`src/rtl/hazard_stall_unit_pkg.sv`:
```
// rtl/hazard_stall_unit_pkg.sv - shared pipeline constants and stall-cause encoding
package hazard_stall_unit_pkg;

  localparam int REG_W = 5;
  localparam logic [REG_W-1:0] REG_X0 = '0;

  // Stall cause, exported so trace/debug logic can see why ID held.
  typedef enum logic [1:0] {
    CAUSE_RUN    = 2'd0,
    CAUSE_RAW    = 2'd1,
    CAUSE_FLUSH  = 2'd2,
    CAUSE_FREEZE = 2'd3
  } stall_cause_e;

  // Resolve the per-cycle priority: freeze > flush > raw > run.
  function automatic stall_cause_e stall_cause(input logic mem_busy,
                                               input logic branch_taken,
                                               input logic raw);
    if (mem_busy)          return CAUSE_FREEZE;
    else if (branch_taken) return CAUSE_FLUSH;
    else if (raw)          return CAUSE_RAW;
    else                   return CAUSE_RUN;
  endfunction

endpackage

```
`src/rtl/hazard_stall_unit_if.sv`:
```
// rtl/hazard_stall_unit_if.sv - ID-stage hazard handshake between pipeline and stall unit
interface hazard_stall_unit_if;
  import hazard_stall_unit_pkg::*;

  logic [REG_W-1:0] IF_ID_R1;
  logic [REG_W-1:0] IF_ID_R2;
  logic [REG_W-1:0] IF_ID_Rd;
  logic             IF_ID_RegWrite;
  logic             IF_ID_MemRead;
  logic             IF_ID_valid;
  logic             branch_taken;
  logic             mem_busy;

  logic             pc_write;
  logic             IF_ID_write;
  logic             IF_ID_flush;
  logic             ID_EX_bubble;
  logic             issue;

  // Pipeline side: presents the ID instruction and global events.
  modport master (
    output IF_ID_R1, IF_ID_R2, IF_ID_Rd, IF_ID_RegWrite, IF_ID_MemRead,
           IF_ID_valid, branch_taken, mem_busy,
    input  pc_write, IF_ID_write, IF_ID_flush, ID_EX_bubble, issue
  );

  // Stall unit side: returns the pipeline enables.
  modport slave (
    input  IF_ID_R1, IF_ID_R2, IF_ID_Rd, IF_ID_RegWrite, IF_ID_MemRead,
           IF_ID_valid, branch_taken, mem_busy,
    output pc_write, IF_ID_write, IF_ID_flush, ID_EX_bubble, issue
  );

endinterface

```
`src/rtl/hazard_stall_unit_scoreboard.sv`:
```
// rtl/hazard_stall_unit_scoreboard.sv - per-register countdown of in-flight writers
module reg_scoreboard
  import hazard_stall_unit_pkg::*;
#(
  parameter int LOAD_EXTRA = 0,
  parameter int CNT_W      = 2
) (
  input  logic             clk,
  input  logic             rst_n,
  input  logic             i_advance,
  input  logic             i_alloc,
  input  logic             i_alloc_load,
  input  logic [REG_W-1:0] i_alloc_rd,
  input  logic [REG_W-1:0] i_rs1,
  input  logic [REG_W-1:0] i_rs2,
  output logic             o_rs1_busy,
  output logic             o_rs2_busy
);

  localparam logic [CNT_W-1:0] ALU_LAT  = CNT_W'(1);
  localparam logic [CNT_W-1:0] LOAD_LAT = CNT_W'(1 + LOAD_EXTRA);

  logic [CNT_W-1:0] r_cnt [1:31];
  logic [31:0]      w_busy;

  // Age every in-flight writer by one stage; a new writer overrides its entry.
  always_ff @(posedge clk or negedge rst_n) begin
    if (!rst_n) begin
      for (int r = 1; r < 32; r++) r_cnt[r] <= '0;
    end else if (i_advance) begin
      for (int r = 1; r < 32; r++) begin
        if (i_alloc && (i_alloc_rd == REG_W'(r)))
          r_cnt[r] <= i_alloc_load ? LOAD_LAT : ALU_LAT;
        else if (r_cnt[r] != '0)
          r_cnt[r] <= r_cnt[r] - CNT_W'(1);
      end
    end
  end

  // Flatten to a busy vector; bit 0 stays low so x0 never stalls.
  always_comb begin
    w_busy = '0;
    for (int r = 1; r < 32; r++) w_busy[r] = (r_cnt[r] != '0);
  end

  assign o_rs1_busy = w_busy[i_rs1];
  assign o_rs2_busy = w_busy[i_rs2];

endmodule

```
`src/rtl/hazard_stall_unit.sv`:
```
// rtl/hazard_stall_unit.sv - ID-stage RAW stall, branch flush and memory freeze sequencer
module hazard_stall_unit
  import hazard_stall_unit_pkg::*;
#(
  parameter int LOAD_EXTRA = 0,
  parameter int CNT_W      = 2,
  parameter int PERF_W     = 16
) (
  input  logic              clk,
  input  logic              rst_n,
  hazard_stall_unit_if.slave bus,
  output logic [PERF_W-1:0] stall_cycles
);

  logic              w_rs1_busy;
  logic              w_rs2_busy;
  logic              w_raw;
  logic              w_alloc;
  logic              w_pc_write;
  logic              w_issue;
  stall_cause_e      w_cause;
  logic [PERF_W-1:0] r_stall_cycles;

  reg_scoreboard #(
    .LOAD_EXTRA(LOAD_EXTRA),
    .CNT_W     (CNT_W)
  ) u_scoreboard (
    .clk         (clk),
    .rst_n       (rst_n),
    .i_advance   (!bus.mem_busy),
    .i_alloc     (w_alloc),
    .i_alloc_load(bus.IF_ID_MemRead),
    .i_alloc_rd  (bus.IF_ID_Rd),
    .i_rs1       (bus.IF_ID_R1),
    .i_rs2       (bus.IF_ID_R2),
    .o_rs1_busy  (w_rs1_busy),
    .o_rs2_busy  (w_rs2_busy)
  );

  assign w_raw   = bus.IF_ID_valid && (w_rs1_busy || w_rs2_busy);
  assign w_cause = stall_cause(bus.mem_busy, bus.branch_taken, w_raw);
  assign w_alloc = w_issue && bus.IF_ID_RegWrite && (bus.IF_ID_Rd != REG_X0);

  // Map the winning stall cause onto the pipeline enables.
  always_comb begin
    w_pc_write       = 1'b1;
    bus.IF_ID_write  = 1'b1;
    bus.IF_ID_flush  = 1'b0;
    bus.ID_EX_bubble = 1'b0;
    w_issue          = 1'b0;
    case (w_cause)
      CAUSE_FREEZE: begin
        w_pc_write      = 1'b0;
        bus.IF_ID_write = 1'b0;
      end
      CAUSE_FLUSH: begin
        bus.IF_ID_flush  = 1'b1;
        bus.ID_EX_bubble = 1'b1;
      end
      CAUSE_RAW: begin
        w_pc_write       = 1'b0;
        bus.IF_ID_write  = 1'b0;
        bus.ID_EX_bubble = 1'b1;
      end
      default: w_issue = bus.IF_ID_valid;
    endcase
  end

  assign bus.pc_write = w_pc_write;
  assign bus.issue    = w_issue;

  // Count every cycle the PC is held, sticking at all-ones.
  always_ff @(posedge clk or negedge rst_n) begin
    if (!rst_n)
      r_stall_cycles <= '0;
    else if (!w_pc_write && (r_stall_cycles != '1))
      r_stall_cycles <= r_stall_cycles + PERF_W'(1);
  end

  assign stall_cycles = r_stall_cycles;

endmodule

```
`src/flat_wrapper.sv`:
```
// flat-port wrapper written by rule: the top's interface ports become plain ports
module hazard_stall_unit_flat import hazard_stall_unit_pkg::*;
#(
  parameter int LOAD_EXTRA = 0,
  parameter int CNT_W      = 2,
  parameter int PERF_W     = 16
)
  (clk, rst_n, stall_cycles, bus_IF_ID_R1, bus_IF_ID_R2, bus_IF_ID_Rd, bus_IF_ID_RegWrite, bus_IF_ID_MemRead, bus_IF_ID_valid, bus_branch_taken, bus_mem_busy, bus_pc_write, bus_IF_ID_write, bus_IF_ID_flush, bus_ID_EX_bubble, bus_issue);
  hazard_stall_unit_if bus_i ();
  input  logic clk;
  input  logic rst_n;
  output logic [PERF_W-1:0] stall_cycles;
  input wire logic [$bits(bus_i.IF_ID_R1)-1:0] bus_IF_ID_R1;
  input wire logic [$bits(bus_i.IF_ID_R2)-1:0] bus_IF_ID_R2;
  input wire logic [$bits(bus_i.IF_ID_Rd)-1:0] bus_IF_ID_Rd;
  input wire logic [$bits(bus_i.IF_ID_RegWrite)-1:0] bus_IF_ID_RegWrite;
  input wire logic [$bits(bus_i.IF_ID_MemRead)-1:0] bus_IF_ID_MemRead;
  input wire logic [$bits(bus_i.IF_ID_valid)-1:0] bus_IF_ID_valid;
  input wire logic [$bits(bus_i.branch_taken)-1:0] bus_branch_taken;
  input wire logic [$bits(bus_i.mem_busy)-1:0] bus_mem_busy;
  output wire logic [$bits(bus_i.pc_write)-1:0] bus_pc_write;
  output wire logic [$bits(bus_i.IF_ID_write)-1:0] bus_IF_ID_write;
  output wire logic [$bits(bus_i.IF_ID_flush)-1:0] bus_IF_ID_flush;
  output wire logic [$bits(bus_i.ID_EX_bubble)-1:0] bus_ID_EX_bubble;
  output wire logic [$bits(bus_i.issue)-1:0] bus_issue;
  assign bus_i.IF_ID_R1 = bus_IF_ID_R1;
  assign bus_i.IF_ID_R2 = bus_IF_ID_R2;
  assign bus_i.IF_ID_Rd = bus_IF_ID_Rd;
  assign bus_i.IF_ID_RegWrite = bus_IF_ID_RegWrite;
  assign bus_i.IF_ID_MemRead = bus_IF_ID_MemRead;
  assign bus_i.IF_ID_valid = bus_IF_ID_valid;
  assign bus_i.branch_taken = bus_branch_taken;
  assign bus_i.mem_busy = bus_mem_busy;
  assign bus_pc_write = bus_i.pc_write;
  assign bus_IF_ID_write = bus_i.IF_ID_write;
  assign bus_IF_ID_flush = bus_i.IF_ID_flush;
  assign bus_ID_EX_bubble = bus_i.ID_EX_bubble;
  assign bus_issue = bus_i.issue;
  hazard_stall_unit #(.LOAD_EXTRA(LOAD_EXTRA), .CNT_W(CNT_W), .PERF_W(PERF_W)) u_core (.clk(clk), .rst_n(rst_n), .bus(bus_i), .stall_cycles(stall_cycles));
endmodule
```
`config.mk`:
```
export PLATFORM = sky130hd
export DESIGN_NAME = hazard_stall_unit_flat
export DESIGN_NICKNAME = d
export VERILOG_FILES = /design/src/rtl/hazard_stall_unit_pkg.sv /design/src/rtl/hazard_stall_unit_if.sv /design/src/rtl/hazard_stall_unit_scoreboard.sv /design/src/rtl/hazard_stall_unit.sv /design/src/flat_wrapper.sv
export SDC_FILE = /design/constraint.sdc
export NUM_CORES = 1
export LEC_CHECK = 0
export ABC_AREA = 1
export CAP_MARGIN = 0
export CORE_MARGIN = 8
export CORE_UTILIZATION = 30
export CTS_CLUSTER_SIZE = 16
export DETAILED_ROUTE_END_ITERATION = 8
export PLACE_DENSITY_LB_ADDON = 0.15
export SLEW_MARGIN = 15
export SYNTH_ARGS = -nofsm -noshare
export SYNTH_HDL_FRONTEND = slang
export SYNTH_SLANG_ARGS = --single-unit
```
`constraint.sdc`:
```
create_clock -name clk -period 6.88 [get_ports clk]
set_clock_uncertainty 0.1 [all_clocks]
set_input_delay 2.064 -clock clk [delete_from_list [all_inputs] [get_ports clk]]
set_output_delay 2.064 -clock clk [all_outputs]
set_load 0.02 [all_outputs]
```
# [After elaboration in Yosys (flattened, before gate mapping)]
# Index checks and enable logic that the tools add are counted.
# Widths: inputs -> output; s select.
[op_classes] n_addsub=32 order_cmp=2 n_eq_ne=35 mux=73 bitwise_logic=1 reduce_logical=133
[ops] cell="$mux 2" count=64
[ops] cell="$reduce_bool 2->1" count=62
[ops] cell="$eq 5x5->1 const B" count=16
[ops] cell="$reduce_and 2->1" count=31
[ops] cell="$sub 2x1->2 const B" count=31
[ops] cell="$eq 5x4->1 const B" count=8
[ops] cell="$logic_and 1x1->1" count=35
[ops] cell="$eq 5x3->1 const B" count=4
[ops] cell="$add 16x1->16 const B" count=1
[ops] cell="$ne 16x16->1 const B" count=1
[ops] cell="$lt 5x6->1 const B" count=2
[ops] cell="$bmux 1 s5" count=2
[ops] cell="$eq 5x2->1 const B" count=2
[ops] cell="$mux 1" count=7
[ops] cell="$eq 5x1->1 const B" count=1
[ops] cell="$reduce_bool 5->1" count=1
[ops] cell="$eq 2x2->1 const B" count=2
[ops] cell="$reduce_or 2->1" count=2
[ops] cell="$reduce_or 3->1" count=1
[ops] cell="$eq 2x1->1 const B" count=1
[ops] cell="$logic_or 1x1->1" count=1
[ops] cell="$not 1->1" count=1
[word_totals] regBits=78 wordCells=308

# [Logic depth before layout (Yosys ltp)]
[logic_depth] word_depth=16 depth_mapped=28 mapped_depth_nobuf=26

# [Hierarchy]
# From an unflattened synthesis, not the netlist that was laid out.
[unflattened] cells_unflattened=731 area_unflattened_um2=5241.3
[by_module_without_submodules] module="reg_scoreboard" instances=1 cells_per_inst=555 area_per_inst_um2=4105.2 seq_area_each_um2=1551.5
[by_module_without_submodules] module="hazard_stall_unit" instances=1 cells_per_inst=176 area_per_inst_um2=1136.1 seq_area_each_um2=400.4

# [Worst setup path before layout]
# No wires, ideal clock.
[synth_timing] kind="input to output" from="in bus_IF_ID_R2[0]" to="out bus_issue" arrival_time_ps=3617 required_ps=4716 path_slack_ps=1099 path_stages=19 n_path_buf=3 path_cell_list="buf_6 > inv_6 > buf_12 > nand2_1 > nand3_1 > nand3_1 > nand3_1 > nand2_1 > nand2_1 > nand2_1 > inv_1 > nand2_1 > nand2_2 > nand2_4 > buf_6 > inv_1 > ha_1 > nand2_1 > inv_1"
[synth_via] elab_chain_len=10 elab_cells_between_ends=12
[synth_rtl] item="start, declared" line_no="flat_wrapper.sv:14" source="input wire logic [$bits(bus_i.IF_ID_R2)-1:0] bus_IF_ID_R2;"
[synth_rtl] item="$bmux 1 s5 *" line_no="hazard_stall_unit_scoreboard.sv:47" source="assign o_rs2_busy = w_busy[i_rs2];"
[synth_rtl] item="$mux 1 (not written as such) *" line_no="hazard_stall_unit_scoreboard.sv:47"
[synth_rtl] item="$logic_or 1x1->1 *" line_no="hazard_stall_unit.sv:40" source="assign w_raw = bus.IF_ID_valid && (w_rs1_busy || w_rs2_busy);"
[synth_rtl] item="$logic_and 1x1->1 *" line_no="hazard_stall_unit.sv:40"
[synth_rtl] item="$mux 1 *" line_no="hazard_stall_unit_pkg.sv:21" source="else if (raw) return CAUSE_RAW;"
[synth_rtl] item="$mux 2 *" line_no="hazard_stall_unit_pkg.sv:20" source="else if (branch_taken) return CAUSE_FLUSH;"
[synth_rtl] item="$mux 2 *" line_no="hazard_stall_unit_pkg.sv:19" source="if (mem_busy) return CAUSE_FREEZE;"
[synth_rtl] item="$eq 2x2->1 or $eq 2x1->1 (tied branches)" line_no="hazard_stall_unit.sv:51" source="case (w_cause)"
[synth_rtl] item="$reduce_or 3->1 (no source line) *"
[synth_rtl] item="$mux 1 *" line_no="hazard_stall_unit.sv:51"
[synth_rtl] item="end, declared" line_no="flat_wrapper.sv:25" source="output wire logic [$bits(bus_i.issue)-1:0] bus_issue;"
# Mark *: on every way between the ends. The rest lies on a longest branch, timed or not. The select of a mux whose other input is x is not followed.

# [Final worst setup path]
[layout_timing] from="in bus_IF_ID_R2[0]" to="out bus_pc_write"
[layout_via] elab_chain_len=10 elab_cells_between_ends=11
[layout_rtl] item="$bmux 1 s5 *" line_no="hazard_stall_unit_scoreboard.sv:47"
[layout_rtl] item="$mux 1 (not written as such) *" line_no="hazard_stall_unit_scoreboard.sv:47"
[layout_rtl] item="$logic_or 1x1->1 *" line_no="hazard_stall_unit.sv:40"
[layout_rtl] item="$logic_and 1x1->1 *" line_no="hazard_stall_unit.sv:40"
[layout_rtl] item="$mux 1 *" line_no="hazard_stall_unit_pkg.sv:21"
[layout_rtl] item="$mux 2 *" line_no="hazard_stall_unit_pkg.sv:20"
[layout_rtl] item="$mux 2 *" line_no="hazard_stall_unit_pkg.sv:19"
[layout_rtl] item="$eq 2x2->1 or $eq 2x1->1 (tied branches)" line_no="hazard_stall_unit.sv:51"
[layout_rtl] item="$reduce_or 2->1 (no source line) *"
[layout_rtl] item="$mux 1 *" line_no="hazard_stall_unit.sv:51"
[layout_rtl] item="end, declared" line_no="flat_wrapper.sv:21" source="output wire logic [$bits(bus_i.pc_write)-1:0] bus_pc_write;"
# Marks and branches as above.

==> summary.txt <==
Run status
  – Status: finished, final reports clean

Power
  – Seq pwr share: 31.8%
  – Pwr Density: about 350 nW/µm²
  – Logic pwr share: 45.9%
  – Pleak: 3.30 nW
  – Clock power frac: between 20% and 30%
  – Power, Total: 2.35 mW
  – Internal power: between 1 and 1.5 mW
  – Max rail drop VDD: 0.000151 V
  – Net Sw Frac: between 30 and 40%
  – Sw Pwr: 0.908 mW

Synth
  – Mapped Cells: about 750
  – Mapped Area: 5690 µm²
  – Register area share after synthesis: 34.3%
  – Avg Synthesized Cell Area: 7.61 µm²
  – Synth top area share: between 30% and 40%
  – Post-synth cell types: 36
  – Most area-consuming cells after synthesis: dfrtp_1 (34%), ha_1 (14%), nand2_1 (12%)
  – Synth area leader: dfrtp_1
  – Synthesized Nets: 832
  – Synth warn: 0
  – Seq cells post-synth: 78

Drt
  – Via count: 4789
  – Drt wl/cell: 14.1 µm
  – Drt drc: 0
  – Remaining antenna violation count after routing: 0
  – WL final: 14600 µm
  – DR vias/cell: 4.63
  – DRT iter0 DRCs: roughly 260
  – Drt first pass iters: 5

Clocking
  – Clock Latency Late Sink: 0.35 ns
  – Worst-path clk slew: 0.06 ns
  – Post-CTS Hold Buffers: 0
  – Root Buffer: clkbuf_16
  – H-tree Lvls: 3
  – CTS tree: built
  – TritonCTS Buffers: 9
  – TritonCTS Sinks: 78
  – Clock Path Buffers: 2

Layout
  – Fillers: 1962
  – Sequential Area: 1950 µm²
  – Most common cell after layout, fill and taps aside: nand2_1
  – Area delta synth->final: 17.7%
  – ANT cells: 0
  – Final net count: 880
  – Most frequent cells in the layout: nand2_1 (185), inv_1 (114), dfrtp_1 (78)
  – Share of layout cells above drive strength 1: between 10% and 20%
  – Multi-input logic area: 3110 µm²

Global route
  – Global-route wire length before repair: approximately 24000 µm
  – Vias in the first global route: 4702
  – Total global routing overflow: 0
  – Initial antenna violation count: 0
  – Tot GR Track Use: 12.9%
  – Largest net degree at the start of global routing: 47

Worst hold path
  – Hold crit path type: reg -> reg
  – Hold_sp: u_core.u_scoreboard.r_cnt[37]

Placed design
  – Port bufs: 41
  – GPL Wtd Cong: 0.817
  – Dpl hpwl: around 11000 µm

Die
  – Starting Density: 30.5%
  – Num ports: 43
  – Chip Height: 154 µm
  – Site Rows: 50
  – Die Area: 23600 µm²
  – Die width: 154 µm
  – Core ar.: between 15000 and 20000 µm²

STA
  – Unrepaired setup endpoints after global routing: false
  – Minimum clock period: 6.62 ns
  – Setup TNS: 0 ns
  – Max-slew headroom: 58.3%
  – Final hold viol count: 0
  – Final Cycle Share: just under 100%
  – Setup violators final: 0
  – Slew Limit Fails: 0
  – Worst-Margin Slew: between 0.6 and 0.7 ns
  – Fmax: 151 MHz

Worst setup path
  – Crit start category: primary input
  – CP Capture Type: output port
  – Crit path DAT: 4.45 ns
  – Worst setup path startpoint: bus_IF_ID_R2[0]
  – CP Class: in -> out
  – CP max FO: 16
  – Req. time, crit path: approximately 4.7 ns
  – Worst r2r src: u_core.u_scoreboard.r_cnt[38]

Flow run
  – MaxCap Viol Count: 0
-- sequential cells by signal, indices dropped and copies added, names as in the netlist --
register                   flops
u_core.stall_cycles           16
u_core.u_scoreboard.r_cnt     62
-- worst max-delay path: stages --
cell,delay (ns)
clkdlybuf4s50_1,0.45
buf_12,0.18
inv_6,0.15
nand2_1,0.08
nand3_1,0.11
nand3_1,0.11
nand3_1,0.09
nand2_1,0.05
nand2_1,0.05
nand2_1,0.04
inv_1,0.05
nand2_1,0.09
nand2_2,0.09
nand2_4,0.04
inv_1,0.10
buf_4,0.11
clkdlybuf4s50_1,0.59
-- synthesized netlist by cell type --
cell,instances
ha_1,63
o22ai_1,5
a21oi_2,15
buf_6,7
nand3_2,1
nor2_1,39
nand2_1,185
nor3_2,6
buf_4,3
inv_6,2
nor2_4,1
nand2_2,17
buf_2,1
o21a_1,2
nor2_2,1
or2_2,2
xor2_1,9
o21ai_0,51
dfrtp_1,78
clkbuf_1,3
nor3_1,8
buf_8,1
o31ai_1,7
nand4_1,4
or2_1,1
buf_12,1
o21ai_1,5
inv_1,114
inv_2,5
nand3_1,75
a21oi_1,9
buf_1,1
nand2_4,3
nand3b_1,19
xnor2_1,1
nor4_1,2
-- final cells by class --
| type | instances | share of cell area (%) |
|---|---|---|
| Multi-Input combinational cell | 531 | 46.5 |
| Sequential cell | 78 | 29.2 |
| Timing Repair Buffer | 54 | 8.19 |
| Inverter | 121 | 6.93 |
| Tap cell | 234 | 4.37 |
| Clock buffer | 10 | 3.57 |
| Clock inverter | 6 | 1.27 |
-- logic make-up after synthesis --
group                    Yosys count  share of synthesized area, %
AND/OR/NAND/NOR                  364                          29.6
buffers and inverters            138                          10.9
AO/OA/AOI/OAI                     94                          9.77
flip-flops                        78                          34.3
adder cells (fa/ha/maj)           63                          13.9
XOR/XNOR                          10                          1.54
-- path summary, 6_finish.rpt --
check                                                     end  slack (ns)  cells after the start
worst max-delay path                             bus_pc_write        0.26                     17
worst min-delay path            u_core.u_scoreboard.r_cnt[37]        0.39                      2
worst max register to register  u_core.u_scoreboard.r_cnt[19]        3.40                     24
worst min register to register  u_core.u_scoreboard.r_cnt[37]        0.39                      2
max in group asynchronous       u_core.u_scoreboard.r_cnt[32]        4.13                      2
min in group asynchronous       u_core.u_scoreboard.r_cnt[22]        1.56                      1
-- stage by stage --
stage	std cells	util, %	hold slack (ns)	setup slack [ns]	cell area, µm²
global route	1034	35.9	0.401	0.0492	6700
finish	1034	35.9	0.386	0.265	6700
CTS	1034	35.9	0.390	0.0658	6690
detailed placement	1018	34.1	0.377	0.0787	6370
floorplan	747	-	0.352	1.10	5690
global placement	1018	34.1	0.369	0.0679	6370
-- per-layer routing --
layer / part of all wire, % / GRT usage [%] / vias to the layer above / routed length, µm
met5: 0 / 0 / - / 0
met4: 0.99 / 3.31 / 0 / 144
met3: 4.9 / 2.77 / 10 / 715
met2: 46 / 20.7 / 75 / 6700
met1: 48 / 17.2 / 2226 / 7040
li1: - / - / 2478 / -
-- what timing repair did --
| item | 4_1_cts | 5_1_grt |
|---|---|---|
| setup endpoints to repair | 0 | 2 |
| resized for setup | 0 | 2 |
| setup buffers | 0 | 0 |
-- power by group through the flow --
stage | sequential, mW | clock (mW) | combinational [mW]
final | 0.745 | 0.525 | 1.08
after global routing | 0.771 | 0.557 | 1.27
after CTS | 0.745 | 0.544 | 1.09
after detailed placement | 0.750 | 0 | 1.08
after global placement | 0.750 | 0 | 1.08
after floorplan | 0.752 | 0 | 0.799
Power figures use the tool's default switching activity.
